===== config.mk =====
export PLATFORM = sky130hd
export DESIGN_NAME = pipe_hazard_ctrl
export DESIGN_NICKNAME = d
export VERILOG_FILES = /design/src/rtl/pipe_hazard_ctrl.sv
export SDC_FILE = /design/constraint.sdc
export NUM_CORES = 1
export LEC_CHECK = 0
export BUFFER_PORTS_ARGS = -buffer_cell sky130_fd_sc_hd__buf_2
export CORE_ASPECT_RATIO = 1.2
export CORE_UTILIZATION = 46
export DETAILED_ROUTE_END_ITERATION = 7
export PLACE_DENSITY = 0.75
export SKIP_LAST_GASP = 1
export SYNTH_ARGS = -nofsm -noshare
export SYNTH_HDL_FRONTEND = slang
export SYNTH_SLANG_ARGS = --single-unit

===== constraint.sdc =====
create_clock -name Clk -period 1.6 [get_ports Clk]
set_input_delay 0.16 -clock Clk [delete_from_list [all_inputs] [get_ports Clk]]
set_output_delay 0.16 -clock Clk [all_outputs]
set_load 0.005 [all_outputs]

===== src/rtl/pipe_hazard_ctrl.sv =====
// pipe_hazard_ctrl
// Central stall/flush sequencer for a five-stage pipeline. Combines load-use,
// taken-branch and data-memory-wait hazards into per-stage register controls,
// gates the pipeline on Start, traps on a memory-wait timeout and keeps a
// saturating stall-cycle counter.
//
// Ports:
//   Clk, Rst              clock, asynchronous active-high reset
//   Start                 run enable (0 freezes the pipeline)
//   IDEX_MemRead, IDEX_Rt load in EX and its destination register
//   IFID_Rs, IFID_Rt      source registers of the instruction in ID
//   Branch_taken          branch in ID resolved taken
//   Dmem_req, Dmem_ready  data-memory handshake at EX/MEM
//   PC_Write .. EXMEM_Write  register load enables
//   IFID_Flush, IDEX_Bubble, MEMWB_Bubble  flush / bubble controls
//   Err                   sticky memory-timeout error
//   StallCnt              saturating stall-cycle count
module pipe_hazard_ctrl #(
  parameter int unsigned TIMEOUT = 16,
  parameter int unsigned CNT_W   = 16
) (
  input  logic             Clk,
  input  logic             Rst,
  input  logic             Start,
  input  logic             IDEX_MemRead,
  input  logic [4:0]       IDEX_Rt,
  input  logic [4:0]       IFID_Rs,
  input  logic [4:0]       IFID_Rt,
  input  logic             Branch_taken,
  input  logic             Dmem_req,
  input  logic             Dmem_ready,
  output logic             PC_Write,
  output logic             IFID_Write,
  output logic             IDEX_Write,
  output logic             EXMEM_Write,
  output logic             IFID_Flush,
  output logic             IDEX_Bubble,
  output logic             MEMWB_Bubble,
  output logic             Err,
  output logic [CNT_W-1:0] StallCnt
);

  localparam int unsigned WAIT_W = 8;

  typedef enum logic [1:0] {
    IDLE    = 2'd0,
    RUN     = 2'd1,
    MEMWAIT = 2'd2,
    ERROR   = 2'd3
  } state_e;

  state_e             state_q, state_d;
  logic [WAIT_W-1:0]  wait_cnt_q, wait_cnt_d;
  logic [CNT_W-1:0]   stall_cnt_q, stall_cnt_d;

  logic load_use;
  logic mem_stall;
  logic active;

  // Hazard terms
  assign load_use  = IDEX_MemRead && (IDEX_Rt != 5'd0) &&
                     ((IDEX_Rt == IFID_Rs) || (IDEX_Rt == IFID_Rt));
  assign mem_stall = Dmem_req && !Dmem_ready;
  // Rst gating keeps outputs quiet for the whole reset pulse, not just after the edge
  assign active    = !Rst && ((state_q == RUN) || (state_q == MEMWAIT));

  // State and wait counter register
  always_ff @(posedge Clk or posedge Rst) begin
    if (Rst) begin
      state_q    <= IDLE;
      wait_cnt_q <= '0;
    end else begin
      state_q    <= state_d;
      wait_cnt_q <= wait_cnt_d;
    end
  end

  // Next-state logic
  always_comb begin
    state_d    = state_q;
    wait_cnt_d = wait_cnt_q;
    if ((state_q != ERROR) && !Start) begin
      state_d    = IDLE;
      wait_cnt_d = '0;
    end else begin
      unique case (state_q)
        IDLE: state_d = RUN;
        RUN: begin
          if (mem_stall) begin
            state_d    = MEMWAIT;
            wait_cnt_d = WAIT_W'(1);
          end
        end
        MEMWAIT: begin
          // Ready wins over an expiring timeout
          if (Dmem_ready) begin
            state_d    = RUN;
            wait_cnt_d = '0;
          end else if (wait_cnt_q == WAIT_W'(TIMEOUT)) begin
            state_d = ERROR;
          end else begin
            wait_cnt_d = wait_cnt_q + WAIT_W'(1);
          end
        end
        ERROR: state_d = ERROR;
        default: state_d = IDLE;
      endcase
    end
  end

  // Output logic
  always_comb begin
    PC_Write     = 1'b0;
    IFID_Write   = 1'b0;
    IDEX_Write   = 1'b0;
    EXMEM_Write  = 1'b0;
    IFID_Flush   = 1'b0;
    IDEX_Bubble  = 1'b0;
    MEMWB_Bubble = 1'b0;
    if (active) begin
      if (mem_stall) begin
        // Full hold: load-use and branch are re-evaluated after release
        MEMWB_Bubble = 1'b1;
      end else begin
        IDEX_Write  = 1'b1;
        EXMEM_Write = 1'b1;
        if (load_use) begin
          IDEX_Bubble = 1'b1;
        end else begin
          PC_Write   = 1'b1;
          IFID_Write = 1'b1;
          IFID_Flush = Branch_taken;
        end
      end
    end
  end

  // Saturating stall counter
  always_comb begin
    stall_cnt_d = stall_cnt_q;
    if (active && !PC_Write && (stall_cnt_q != {CNT_W{1'b1}})) begin
      stall_cnt_d = stall_cnt_q + CNT_W'(1);
    end
  end

  always_ff @(posedge Clk or posedge Rst) begin
    if (Rst) begin
      stall_cnt_q <= '0;
    end else begin
      stall_cnt_q <= stall_cnt_d;
    end
  end

  assign StallCnt = stall_cnt_q;
  assign Err      = (state_q == ERROR);

endmodule


Word level (Yosys, flattened, before mapping) --
Index checks and enable logic that the tools add are counted.
Operators by class: equal/unequal tests 11, reductions and logical operators 18, add/sub/neg operators 2, multiplexer cells 23
Operators by type and width (count):
- $mux W8 | 4
- $add A16 B1 Y16 const B | 1
- $ne A16 B16 Y1 const B | 1
- $pmux W8 S2 | 1
- $mux W1 | 13
- $eq A5 B5 Y1 | 2
- $add A8 B1 Y8 const B | 1
- $eq A8 B5 Y1 const B | 1
- $mux W2 | 4
- $pmux W2 S4 | 1
- $logic_and A1 B1 Y1 | 7
- $reduce_bool A5 Y1 | 1
- $eq A2 B2 Y1 const B | 2
- $logic_not A1 Y1 | 4
- $ne A4 B2 Y1 const B | 1
- $ne A4 B4 Y1 const B | 1
- $ne A3 B2 Y1 const B | 1
- $reduce_and A3 Y1 | 1
- $reduce_bool A3 Y1 | 1
- $eq A2 B1 Y1 const B | 1
- $logic_not A2 Y1 | 1
- $logic_or A1 B1 Y1 | 2
- $ne A2 B2 Y1 const B | 1
- $reduce_and A2 Y1 | 1
Word-level totals: input port bits 22, word-level logic and storage cells 57, register bits 26, output and inout port bits 24

Depth between registers and ports, before layout --
depth in word-level cells 9, depth in mapped cells 8, gate-level depth less buffers 7

Worst setup path before layout --
Ideal clock, no wire load.
kind register to register, start reg state_q[0], end reg wait_cnt_q[4], slack -159 ps, cell stages (with the launch flop) 8, library setup time 95 ps, required time 1505 ps, arrival time 1664 ps, buffers on the path 1, period minus slack after synthesis 1759 ps, cell sequence dfrtp_1 -> ha_1 -> nor2_1 -> or3b_1 -> clkbuf_1 -> o21ai_1 -> o21ai_0 -> o31ai_1
On the way: longest elaborated chain between the ends 4, elaborated cells on any way between the ends 10, those cells by class eq/ne: 5; mux: 2; reduce/logical: 3
Ends and longest elaborated chain:
- start, declared | line 52 | state_e state_q, state_d;
- start signal, assigned | line 73 | state_q <= state_d;
- $ne A2 B2 Y1 | line 82 | if ((state_q != ERROR) && !Start) begin
- $logic_and A1 B1 Y1 | line 82
- $ne A4 B4 Y1 (no line) (tied with other cells)
- $reduce_and A3 Y1 (no line)
- end signal, assigned | line 74 | wait_cnt_q <= wait_cnt_d;
- end, declared | line 53 | logic [WAIT_W-1:0] wait_cnt_q, wait_cnt_d;
Several ways; a longest one is shown, not always the timed one. A chain may end at the register's enable or synchronous reset.

Final worst setup path --
start reg state_q[1], end reg stall_cnt_q[1], in the netlist StallCnt[1]
On the way: longest elaborated chain between the ends 7, elaborated cells on any way between the ends 8, those cells by class eq/ne: 2; mux: 1; reduce/logical: 5
Ends and longest elaborated chain:
- $eq A2 B1 Y1 / $eq A2 B2 Y1 (equally long branches) | line 65 | assign active = !Rst && ((state_q == RUN) || (state_q == MEMWAIT));
- $logic_or A1 B1 Y1 (*) | line 65
- $logic_and A1 B1 Y1 (*) | line 65
- $mux W1 | line 120 | if (active) begin
- $logic_not A1 Y1 | line 141 | if (active && !PC_Write && (stall_cnt_q != {CNT_W{1'b1}})) begin
- $logic_and A1 B1 Y1 (*) (2 in series) | line 141
- end signal, assigned | line 150 | stall_cnt_q <= stall_cnt_d;
- end, declared | line 54 | logic [CNT_W-1:0] stall_cnt_q, stall_cnt_d;
Mark *: on every way between the ends. The rest lies on a longest branch, timed or not.

==> summary.txt <==
Logic synthesis
  – Synth warn: 0
  – Mean Syn Cell Area: 9.46 µm²
  – Post-synthesis sequential area ratio: 0.417
  – Yosys reg bits: 26
  – Area contributors post-synth: dfrtp_1, xnor2_1, ha_1
  – Syn Inst Count: 165
  – Ys flop type: dfrtp_1
  – Yosys cell types: 34
  – Top cell type's share of synthesized area: 0.417
  – Post-synth EDFFs: 0
  – Synth Net Count: around 190
  – Largest area contributor in the netlist: dfrtp_1
  – Post-synthesis async set-or-reset flop share: 1.00
  – Post-Syn Area: ~1600 µm²

Clock tree
  – Clock Tree Buf Depth: 2
  – Root buffer cell: clkbuf_4
  – H-Tree Depth: 1
  – CTS Buf Count: 3
  – CTS tree: built
  – Sink Count: 26
  – Reg clk slew, reported paths: around 0.15 ns
  – Worst-Skew Late Latency: 0.33 ns

Global route
  – Largest net degree at the start of global routing: 27
  – Vias in the first global route: 1499
  – Antenna violations before repair: 0
  – Total GRT Usage: 0.231
  – Gr ovfl total: 0
  – First-pass GRT wire length: 6.22 mm

STA
  – Worst setup margin: -0.173 ns
  – Final Cycle Share: 1.11
  – Worst slew pin tran: 0.355 ns
  – Slew HR: 0.763
  – Final Skew: 0.00697 ns
  – Final hold vios: 0
  – Setup-failing EPs final: 29
  – Fmax: approximately 0.56 GHz
  – Post-Route Setup TNS: -2.68 ns
  – RSZ-0062 raised after global routing: yes
  – Min Tclk post-route: between 1.5 and 2 ns
  – Slew Viols, Final: 0

Power and ir drop
  – Comb power frac: 0.491
  – Cell Pwr Density: 1080 nW/µm²
  – Share of power burned in registers: 0.329
  – Switch Pwr: 0.908 mW
  – Internal: 1.69 mW
  – Clock power share: 0.180
  – Leakage power: 1.19 nW
  – Max rail drop VDD: 1.08 mV
  – Overall power: 2.60 mW
  – Sw frac: 0.349

Die
  – Initial Utilization: 0.498
  – Core ar.: 3140 µm²
  – Number of cell rows: 22
  – Io pins: 46
  – Die Y: 65.8 µm
  – Die ar.: 3630 µm²
  – Die span in x: approximately 55 µm

Final layout
  – Final Instance Area: 2400 µm²
  – Ant diodes: 0
  – Commonest non-fill, non-tap cell in the layout: buf_2
  – Share of layout cells above drive strength 1: 0.512
  – Core Util, Final: 0.765
  – Filler Cells Inserted: 208
  – Post-layout nets: 279
  – P&R area growth vs syn: 53.8%
  – Most frequent cells in the layout: buf_2, buf_4, dfrtp_1, xnor2_1

Setup path
  – Worst path max stage delay: 0.46 ns
  – Worst setup EP type: flip-flop
  – Crit-path slowest cell: dfrtp_2
  – Req. time, crit path: 1.83 ns
  – Arr. time, crit path: 2.01 ns
  – CP max FO: 7
  – Sequence of cells on the critical path: ha_4 > nor2_4 > buf_4 > buf_6 > a31o_4 > nand2_4 > mux2_4
  – Kind of critical path: reg2reg
  – Critical Path Source Type: flip-flop

Placed design
  – Final HPWL DP: 2.76 mm
  – Placed cell areas: 2060 µm²
  – GP Congestion: approximately 0.9
  – Port bufs: 45

Outcome
  – Violated checks: negative setup slack
  – Status: complete, but fails checks

Route
  – Final wirelength: 4.22 mm
  – Post-DR wirelength/cell: between 10 and 15 µm
  – Starting DRT DRC Count: 28
  – Via count: 1593
  – Drt via density: 5.57
  – ANT nets after route: 0
  – DR pass1 iterations: 4
  – DRC violations left: 0

Worst hold path
  – Min-delay worst type: in2reg

Run
  – Max cap viols: 0
==> logic make-up (layout without fill, tap and decap cells) <==
logic type	after synthesis	in the layout	synth area share
DFF	26	26	0.417
muxes	1	1	0.00721
adders and majority gates	6	6	0.0481
AOI/OAI and AO/OA	27	27	0.103
and+or+nand+nor	66	66	0.235
xor gates and xnor gates	27	27	0.151
buffers and inverters	12	97	0.0385
==> Yosys cell counts, drive strengths merged (3+ instances only) <==
cell type,number
nand4,8
xor2,3
and3,11
nand3,11
buf,3
o21ai,10
a31oi,3
nand2b,3
nor2,7
nand2,13
ha,6
dfrtp,26
inv,7
a21oi,8
xnor2,24
and2,3
==> sequential cells by signal, summed over array words and instances, names as in the netlist <==
signal      cells
StallCnt       16
wait_cnt_q      8
state_q         2
==> metal layers <==
layer / GRT usage / part of all wire
met4: 0.100 / 0.013
met5: 0 / 0
met2: 0.392 / 0.52
met3: 0.0161 / 0.029
met1: 0.292 / 0.43
==> final timing paths <==
kind | startpoint | end | slack (ns) | cells after the start
worst max-delay path | state_q[1] | StallCnt[1] | -0.17 | 7
worst min-delay path | Start | state_q[1] | 0.16 | 3
worst max register to register | state_q[1] | StallCnt[1] | -0.17 | 7
worst min register to register | StallCnt[11] | StallCnt[11] | 0.50 | 1
max in group asynchronous | Rst | StallCnt[4] | 0.89 | 4
min in group asynchronous | Rst | state_q[0] | 0.44 | 4
==> power by group through the flow <==
| stage | Clock, mW | Sequential, mW | Combinational (mW) |
|---|---|---|---|
| 2_1_floorplan | 0 | 0.871 | 0.606 |
| 3_3_place_gp | 0 | 0.855 | 0.871 |
| 3_5_place_dp | 0 | 0.871 | 0.917 |
| 4_1_cts | 0.465 | 0.843 | 1.10 |
| 5_1_grt | 0.503 | 0.865 | 1.39 |
| 6_report | 0.467 | 0.854 | 1.28 |
==> critical path: cells and delay by family, from the launching register on <==
kind	cells	cell delay, ns
DFF	1	0.46
adders and majority gates	1	0.30
muxes	1	0.29
AOI/OAI and AO/OA	1	0.27
buffers and inverters	2	0.23
and+or+nand+nor	2	0.12
==> metrics by stage <==
step / worst slack [ns] / hold slack (ns) / std cells
after CTS: -0.135 / 0.143 / 281
after detailed placement: -0.217 / 0.264 / 270
after global routing: -0.293 / 0.157 / 286
final: -0.173 / 0.160 / 286
after floorplan: -0.0136 / 0.200 / 165
after global placement: -0.160 / 0.251 / 270
==> final cells by class <==
type / instances / area [µm²] / share of cell area
clock buffers: 3 / 22.5 / 0.00938
clock inverters: 1 / 30.0 / 0.0125
inverters: 7 / 26.3 / 0.0109
repair buffers: 86 / 554 / 0.231
multi-input cells: 127 / 1070 / 0.446
well taps: 36 / 45.0 / 0.0188
flip-flops and latches: 26 / 652 / 0.271
==> timing repair <==
action,4_1_cts,5_1_grt
resized for setup,22,24
endpoints found under the hold margin,26,0
cloned,0,1
pin swaps,5,20
buffers inserted,6,4
hold buffers,1,0
setup endpoints to repair,31,33
No activity file was read; power rests on OpenSTA's default activity.
